<file path="src/rtl/pool_scheduler.sv">
// Round-robin scheduler sharing one mean-pooling unit between N window requesters.
// Sequences the unit's load/run/done handshake and returns tagged results on a valid/ready port.
module pool_scheduler #(
    parameter int IL   = 8,
    parameter int FL   = 12,
    parameter int size = 4,
    parameter int N    = 4,
    parameter int IDW  = $clog2(N),
    localparam int W   = IL + FL
) (
    input  logic                             clk,
    input  logic                             rst_n,
    input  logic [N-1:0]                     req,
    input  logic [N-1:0][size-1:0][W-1:0]    win,
    output logic [N-1:0]                     ack,
    output logic                             pool_en,
    output logic                             pool_load,
    output logic [size-1:0][W-1:0]           pool_im,
    input  logic [W-1:0]                     pool_om,
    input  logic                             pool_done,
    output logic                             out_valid,
    input  logic                             out_ready,
    output logic [W-1:0]                     out_data,
    output logic [IDW-1:0]                   out_id,
    output logic                             err,
    output logic [IDW-1:0]                   err_id
);

    localparam int WDW = $clog2(size + 3) + 1;

    typedef enum logic [2:0] {
        IDLE    = 3'd0,
        LOAD    = 3'd1,
        RUN     = 3'd2,
        CAPTURE = 3'd3,
        RESP    = 3'd4
    } state_t;

    state_t            state;
    logic [IDW-1:0]    rr_ptr;
    logic [IDW-1:0]    gnt_id;
    logic [WDW-1:0]    wd;
    logic [IDW-1:0]    gnt_next;
    logic [N-1:0]      gnt_onehot;

    // First requesting index at or after p, searching upward with wrap.
    function automatic logic [IDW-1:0] rr_pick(input logic [N-1:0] r, input logic [IDW-1:0] p);
        logic [IDW-1:0] pick;
        int             idx;
        pick = p;
        for (int k = N - 1; k >= 0; k--) begin
            idx = (int'(p) + k) % N;
            if (r[idx]) begin
                pick = IDW'(idx);
            end
        end
        return pick;
    endfunction

    function automatic logic [IDW-1:0] inc_id(input logic [IDW-1:0] id);
        if (int'(id) == N - 1) begin
            return '0;
        end else begin
            return id + IDW'(1);
        end
    endfunction

    // Grant candidate and one-hot of the current grant.
    always_comb begin
        gnt_next   = rr_pick(req, rr_ptr);
        gnt_onehot = {{(N-1){1'b0}}, 1'b1} << gnt_id;
    end

    assign pool_im = win[gnt_id];

    // Scheduler FSM with all handshake outputs registered.
    always_ff @(posedge clk or negedge rst_n) begin
        if (!rst_n) begin
            state     <= IDLE;
            rr_ptr    <= '0;
            gnt_id    <= '0;
            wd        <= '0;
            ack       <= '0;
            pool_en   <= 1'b0;
            pool_load <= 1'b0;
            out_valid <= 1'b0;
            out_data  <= '0;
            out_id    <= '0;
            err       <= 1'b0;
            err_id    <= '0;
        end else begin
            ack <= '0;
            err <= 1'b0;
            case (state)
                IDLE: begin
                    if (|req) begin
                        gnt_id    <= gnt_next;
                        pool_en   <= 1'b1;
                        pool_load <= 1'b1;
                        state     <= LOAD;
                    end else begin
                        pool_en   <= 1'b0;
                        pool_load <= 1'b0;
                    end
                end
                LOAD: begin
                    wd        <= '0;
                    pool_en   <= 1'b1;
                    pool_load <= 1'b0;
                    state     <= RUN;
                end
                RUN: begin
                    // done has priority over a watchdog expiry in the same cycle
                    if (pool_done) begin
                        pool_en <= 1'b0;
                        ack     <= gnt_onehot;
                        rr_ptr  <= inc_id(gnt_id);
                        state   <= CAPTURE;
                    end else if (wd == WDW'(size + 2)) begin
                        pool_en <= 1'b0;
                        err     <= 1'b1;
                        err_id  <= gnt_id;
                        ack     <= gnt_onehot;
                        rr_ptr  <= inc_id(gnt_id);
                        state   <= IDLE;
                    end else begin
                        wd <= wd + WDW'(1);
                    end
                end
                CAPTURE: begin
                    out_data  <= pool_om;
                    out_id    <= gnt_id;
                    out_valid <= 1'b1;
                    state     <= RESP;
                end
                RESP: begin
                    if (out_ready) begin
                        out_valid <= 1'b0;
                        state     <= IDLE;
                    end else begin
                        out_valid <= 1'b1;
                    end
                end
                default: begin
                    pool_en   <= 1'b0;
                    pool_load <= 1'b0;
                    out_valid <= 1'b0;
                    state     <= IDLE;
                end
            endcase
        end
    end

endmodule

</file>
<file path="config.mk">
export PLATFORM = sky130hd
export DESIGN_NAME = pool_scheduler
export DESIGN_NICKNAME = d
export VERILOG_FILES = /design/src/rtl/pool_scheduler.sv
export SDC_FILE = /design/constraint.sdc
export NUM_CORES = 1
export LEC_CHECK = 0
export ABC_AREA = 1
export CORE_AREA = 2 2 179 181
export DETAILED_ROUTE_END_ITERATION = 12
export DIE_AREA = 0 0 181 183
export SYNTH_ARGS = -nofsm -noshare
export SYNTH_HDL_FRONTEND = slang
export SYNTH_SLANG_ARGS = --single-unit
</file>
<file path="constraint.sdc">
create_clock -name clk -period 1.9 [get_ports clk]
set_input_delay 0.38 -clock clk [delete_from_list [all_inputs] [get_ports clk]]
set_output_delay 0.38 -clock clk [all_outputs]
set_load 0.01 [all_outputs]
</file>
==> metrics.md, run 1 <==
| Metric | Value |
|---|---|
| Area contributors post-synth | dfrtp_1 (26%), o21ai_0 (20%), nor2_1 (16%) |
| Final number of hold-violating endpoints | 0 |
| Crit Path Max Fanout | 6 |
| Netlist cell types | 25 |
| Later-pin clock latency in the skew report | 0.28 ns |
| Worst Tran Pin Value | 0.4531 ns |
| Largest family of logic cells by synthesized area | compound AO/OA/AOI/OAI gates |
| Worst setup SP type | register |
| Mux contribution to synthesized area | 0 |
| Final worst-path cycle share | 1.103 |
| Worst min path class | primary input to async pin |
| Period minus WS final | 2.096 ns |
| Peak VDD IR | 730.9 uV |
| Status | finished, violations left |
| XOR/XNOR Fraction of Synth Area | 0.004248 |
| Asr flop ratio synth | 1.000 |
| Max_cap viols | 0 |
| GRT overflow | 0 |
| Synth Flop Type | dfrtp_1 |
| Crit-path cells | buf_12 -> clkbuf_16 -> clkbuf_16 -> nor2_2 -> o22ai_2 -> buf_2 |
| Slowest cell on crit path | dfrtp_4 |
| DIE WIDTH | 181 um |
| GRT Total Usage | 0.1658 |
| Layout cells sized above 1 | 0.3074 |
| Routed vias/inst | 4.447 |
| CTS tree | built |
| Full die area | 33,120 um2 |
| RSZ-0062 raised after global routing | true |
| Pwr/cell area | 1497 nW/um2 |
| Power, Total | 16.70 mW |
| Synth area leader | dfrtp_1 |
| Wire per inst | 19.32 um |
| Clock Tree Buf Depth | 2 |
| Synth top area share | 0.2609 |
| Worst setup EP type | output port |
| Reg clk slew, reported paths | 0.06 ns |
| Pre-CTS setup slack | -0.4447 ns |
| Slew Limit Fails | 0 |
| Yosys reg bits | 43 |
| Initial antenna violation count | 8 |
| DR vias | 7,071 |
| Leak Pwr | 4.512 nW |
| Number of global-route vias before repair | 7,147 |
| Worst Skew | 0.003946 ns |
| Timing-limited maximum frequency | 0.4772 GHz |
| Syn Nets | 1,052 |
| Placed cells | 1,540 |
| Final WL | 30,710 um |
| Hold Buf Count CTS | 0 |
| Critical path class | register to output port |
| Post-synthesis cell area | 4124 um2 |
| Slew headroom | 0.6975 |
| Fin nets | 1,537 |
| Antenna viol nets, final | 0 |
| Sink Count | 43 |
| Synth warn | 0 |
| Sequential share of the synthesized area | 0.2609 |
| Global-route wire length before repair | 42,280 um |
| Post-DP HPWL | 22,890 um |
| Cell Rows | 65 |
| Largest net degree at the start of global routing | 45 |
| Compound-gate portion of the synthesized area | 0.3343 |
| Area Overhead vs Synth | 170.5% |
| Port Buffers | 459 |
| Post-route DRC | 0 |
| Simple-gate share of the synthesized area | 0.2913 |
| I/O Pins | 460 |
| Critical Path RT | 1.52 ns |
| Top-count cell post-synth | nor2_1 |
| Mapped Cells | 698 |
| Post-synth EDFFs | 0 |
| CP most frequent cell | clkbuf_16 |
| Die height | 183 um |
| Synth Area per Inst | 5.908 um2 |
| Setup violators final | 80 |
| CTS H-tree lvls | 2 |
| 1st-iter DRT viols | 266 |
| Worst path arrival time | 1.72 ns |
| Synth Area in Adders | 0.01820 |
| Violated checks | setup timing |
| TritonRoute pass-1 iters | 4 |
| CTS root buffer | clkbuf_16 |
| Final std cells w/o fill | 1,590 |
| Routability Congestion | 0.8646 |
| CP max stage delay | 0.57 ns |
| Worst Slack Setup Final | -0.1957 ns |
| Synth top cells by count | nor2_1 (174), o21ai_0 (167), nand2_1 (110) |
| Initial core utilization | 0.1321 |
| CTS buffer count | 5 |
| Core area | 31,230 um2 |
-- where the power goes --
part | internal (mW) | switching, mW | leakage [nW]
Sequential | 1.30 | 0.322 | 0.534
Clock | 0.620 | 0.361 | 0.0838
Combinational | 6.88 | 7.22 | 3.89
Total | 8.80 | 7.90 | 4.51
-- metrics by stage --
step | setup TNS (ns) | util | hold WS (ns) | cell area (um2)
6_report | -9.569 | 0.3572 | 0.01374 | 11150
5_1_grt | -14.37 | 0.3571 | 0.03690 | 11150
4_1_cts | -14.68 | 0.3253 | 0.02585 | 10160
3_5_place_dp | -20.14 | 0.3008 | 0.3321 | 9395
3_3_place_gp | -19.54 | 0.3008 | 0.3344 | 9395
2_1_floorplan | 0 | - | 0.08441 | 4124
-- layout make-up --
type / instances / area [um2]
Fill cell: 3253 / 20080
Timing Repair Buffer: 537 / 5610
Multi-Input combinational cell: 567 / 3657
Sequential cell: 43 / 1081
Tap cell: 402 / 503.0
Clock buffer: 5 / 125.1
Inverter: 29 / 123.9
Clock inverter: 3 / 43.79
Antenna cell: 4 / 10.01
-- worst paths after layout --
path / from / endpoint / slack, ns / cells after the start
setup / recovery: gnt_id[0]$_DFFE_PN0P_ / pool_im[56] / -0.20 / 6
min in group clk: out_data[13]$_DFFE_PN0N_ / out_data[13]$_DFFE_PN0N_ / 0.47 / 2
max in group asynchronous: rst_n / out_data[6]$_DFFE_PN0N_ / 1.43 / 2
setup reg to reg: gnt_id[0]$_DFFE_PN0P_ / rr_ptr[1]$_DFFE_PN0P_ / 0.13 / 8
hold reg to reg: out_data[13]$_DFFE_PN0N_ / out_data[13]$_DFFE_PN0N_ / 0.47 / 2
hold / removal: rst_n / out_valid$_DFFE_PN0N_ / 0.01 / 1
-- cell families (layout without fill, tap and decap cells) --
| group | count (synthesis) | in the layout |
|---|---|---|
| AND/OR/NAND/NOR | 305 | 305 |
| AO/OA/AOI/OAI | 254 | 254 |
| buffers and inverters | 88 | 574 |
| flip-flops | 43 | 43 |
| adder cells (fa/ha/maj) | 6 | 6 |
| XOR/XNOR | 2 | 2 |
| other | 0 | 4 |
-- state kept, by name, summed over array words and instances (netlist names), 2 cells and up --
| signal | cells |
|---|---|
| out_data | 20 |
| ack | 4 |
| wd | 4 |
| state | 3 |
| err_id | 2 |
| gnt_id | 2 |
| out_id | 2 |
| rr_ptr | 2 |
-- worst max-delay path: cells and delay by family, from the launching register on --
family | cells | cell delay, ns
and+or+nand+nor | 1 | 0.11
DFF | 1 | 0.57
AOI/OAI and AO/OA | 1 | 0.09
buffers and inverters | 4 | 0.65
-- cell usage in the layout, fill, tap and decap left out, drive strengths merged --
cell	count
a21oi	3
a31oi	1
buf	142
bufinv	1
clkbuf	21
clkdlybuf4s15	1
clkdlybuf4s50	378
clkinv	3
dfrtp	43
diode	4
ha	6
inv	28
nand2	111
nand3	14
nand4	1
nor2	174
nor3	4
o211ai	1
o21ai	167
o21bai	1
o22ai	81
or2	1
xor2	2
-- routing by layer --
metal	share of wire	global-route usage
met5	0.00042	0
met4	0.023	0.05496
met3	0.069	0.03654
met2	0.50	0.2840
met1	0.41	0.2064
-- timing repair --
item	in CTS	in global routing
gates cloned	9	17
pin swaps	39	74
gates resized for setup	501	252
buffers inserted	17	4
setup endpoints to repair	80	80
Power figures use the tool's default switching activity.
==> run 2, diff against run 1 <==
--- a/config.mk
+++ b/config.mk
@@ -9,6 +9,7 @@
 export CORE_AREA = 2 2 179 181
 export DETAILED_ROUTE_END_ITERATION = 12
 export DIE_AREA = 0 0 181 183
+export GPL_TIMING_DRIVEN = 0
 export SYNTH_ARGS = -nofsm -noshare
 export SYNTH_HDL_FRONTEND = slang
 export SYNTH_SLANG_ARGS = --single-unit
==> metrics.md, run 2 (synthesis results as in run 1) <==
| Metric | Value |
|---|---|
| GRT Total Usage | 0.1821 |
| Busiest metal layer after global routing | met2 |
| CTS buffer count | 5 |
| Pre-CTS setup slack | -1.047 ns |
| Final WL | 33,550 um |
| GRT met1 Usage | 0.2204 |
| I/O Pins | 460 |
| Full die area | 33,120 um2 |
| Slowest cell on crit path | dfrtp_1 |
| Routability Congestion | 0.9146 |
| Final number of hold-violating endpoints | 0 |
| Peak VDD IR | 551.3 uV |
| Final std cells w/o fill | 1,618 |
| Worst Skew | 0.002757 ns |
| Placed cells | 1,560 |
| DR vias | 7,204 |
| Number of global-route vias before repair | 7,137 |
| Die height | 183 um |
| Fin nets | 1,564 |
| Crit Path Max Fanout | 8 |
| Antenna viol nets, final | 0 |
| Slew headroom | 0.8072 |
| Worst path arrival time | 1.76 ns |
| CTS tree | built |
| CTS H-tree lvls | 2 |
| Cell Rows | 65 |
| Flip-flop count of the largest register after layout | 20 |
| Top reg by flops | out_data |
| Commonest cells after routing, fill and taps aside | clkdlybuf4s50_1 (378), nor2_1 (150), nand2_1 (110) |
| Leak Pwr | 4.653 nW |
| Commonest non-fill, non-tap cell in the layout | clkdlybuf4s50_1 |
| Largest net degree at the start of global routing | 42 |
| Reg clk slew, reported paths | 0.06 ns |
| Critical path class | register to output port |
| TritonRoute pass-1 iters | 5 |
| 1st-iter DRT viols | 405 |
| RSZ-0062 raised after global routing | true |
| GRT overflow | 0 |
| Fin util | 0.3556 |
| Worst Slack Setup Final | -0.2433 ns |
| Period minus WS final | 2.143 ns |
| DIE WIDTH | 181 um |
| Power, Total | 17.09 mW |
| Fill cell count | 3,289 |
| Critical Path RT | 1.52 ns |
| Core area | 31,230 um2 |
| Worst Tran Pin Value | 0.2885 ns |
| M2 GR Usage | 0.3218 |
| Global-route wire length before repair | 45,200 um |
| CTS root buffer | clkbuf_16 |
| Violated checks | setup timing |
| Slew Limit Fails | 0 |
| Met3 GRT Util | 0.04647 |
| Later-pin clock latency in the skew report | 0.28 ns |
| Wire per inst | 20.73 um |
| Worst min path class | primary input to async pin |
| Post-route DRC | 0 |
| Timing-limited maximum frequency | 0.4666 GHz |
| Port Buffers | 459 |
| Worst setup SP type | register |
| CP most frequent cell | buf_12 |
| Crit-path cells | buf_12 -> clkinvlp_4 -> buf_12 -> clkbuf_16 -> o21ai_2 -> o22ai_2 -> buf_2 |
| Final worst-path cycle share | 1.128 |
| Largest regs | out_data (20), ack (4), wd (4) |
| Setup_tns | -10.85 ns |
| Routed vias/inst | 4.452 |
| Clock Tree Buf Depth | 2 |
| Pwr/cell area | 1539 nW/um2 |
| Layout cells sized above 1 | 0.2692 |
| Initial core utilization | 0.1321 |
| Post-DP HPWL | 25,440 um |
| Initial antenna violation count | 13 |
| Area Overhead vs Synth | 169.3% |
| Worst setup EP type | output port |
| Setup violators final | 80 |
| CP max stage delay | 0.42 ns |
| Sink Count | 43 |
| Max_cap viols | 0 |
| Status | finished, violations left |
-- run 2: cell types whose count changed in the layout (fill, tap and decap cells not counted), moves of 5 or more --
cell / previous run / this run
buf_4: 16 / 32
o22ai_1: 51 / 44
buf_8: 5 / 10
o21ai_2: 71 / 43
nor2_2: 39 / 20
clkbuf_4: 0 / 6
clkbuf_16: 19 / 27
buf_6: 17 / 12
o21ai_0: 31 / 62
o22ai_2: 27 / 34
buf_12: 23 / 16
nor2_4: 23 / 4
clkbuf_8: 0 / 5
nor2_1: 112 / 150
-- run 2: worst paths after layout --
kind	slack [ns]	start	depth (start not counted)	end
min in group clk	0.47	pool_load$_DFFE_PN0N_	2	pool_load$_DFFE_PN0N_
setup reg to reg	0.16	gnt_id[1]$_DFFE_PN0P_	8	rr_ptr[1]$_DFFE_PN0P_
hold reg to reg	0.47	pool_load$_DFFE_PN0N_	2	pool_load$_DFFE_PN0N_
max in group asynchronous	1.05	rst_n	3	out_data[11]$_DFFE_PN0N_
setup / recovery	-0.24	gnt_id[1]$_DFFE_PN0P_	7	pool_im[52]
hold / removal	0.44	rst_n	2	out_data[0]$_DFFE_PN0N_
-- run 2: timing repair --
item | CTS | global route
resized for setup | 643 | 136
setup buffers | 15 | 7
hold buffers | 1 | 0
pin swaps | 41 | 46
hold endpoints to repair | 2 | 0
setup endpoints to repair | 83 | 80
gates cloned | 13 | 11
-- run 2: routing by layer --
metal  part of all wire  routed length (um)
met5             0.0016                  53
met4              0.022                 743
met3              0.076                2547
met2               0.50               16700
met1               0.40               13510
-- run 2: power by group --
part           switching (mW)  internal, mW  total [mW]
clock                   0.332         0.653       0.985
combinational            7.48          7.09        14.6
sequential              0.241          1.29        1.53
-- run 2: critical path, delay by kind of cell, from the launching register on --
| kind | cells | cell delay, ns |
|---|---|---|
| buffers and inverters | 5 | 0.79 |
| flip-flops | 1 | 0.42 |
| AO/OA/AOI/OAI | 2 | 0.26 |
-- run 2: layout make-up --
class	count	area (um2)	area share
antenna	5	12.51	0.001127
buffer	59	885.9	0.07977
clock buffer	6	138.9	0.01251
clock inverter	2	35.03	0.003155
inverter	29	128.9	0.01160
multi-input combinational	567	3371	0.3035
sequential	43	1076	0.09689
tap	402	503.0	0.04529
timing repair buffer	505	4955	0.4461
-- run 2: metrics by stage --
stage | hold WS, ns | instance area (um2)
floorplan | 0.08441 | 4124
global placement | 0.4535 | 9221
detailed placement | 0.1920 | 9236
CTS | 0.4309 | 10390
global route | 0.4526 | 11100
finish | 0.4407 | 11110
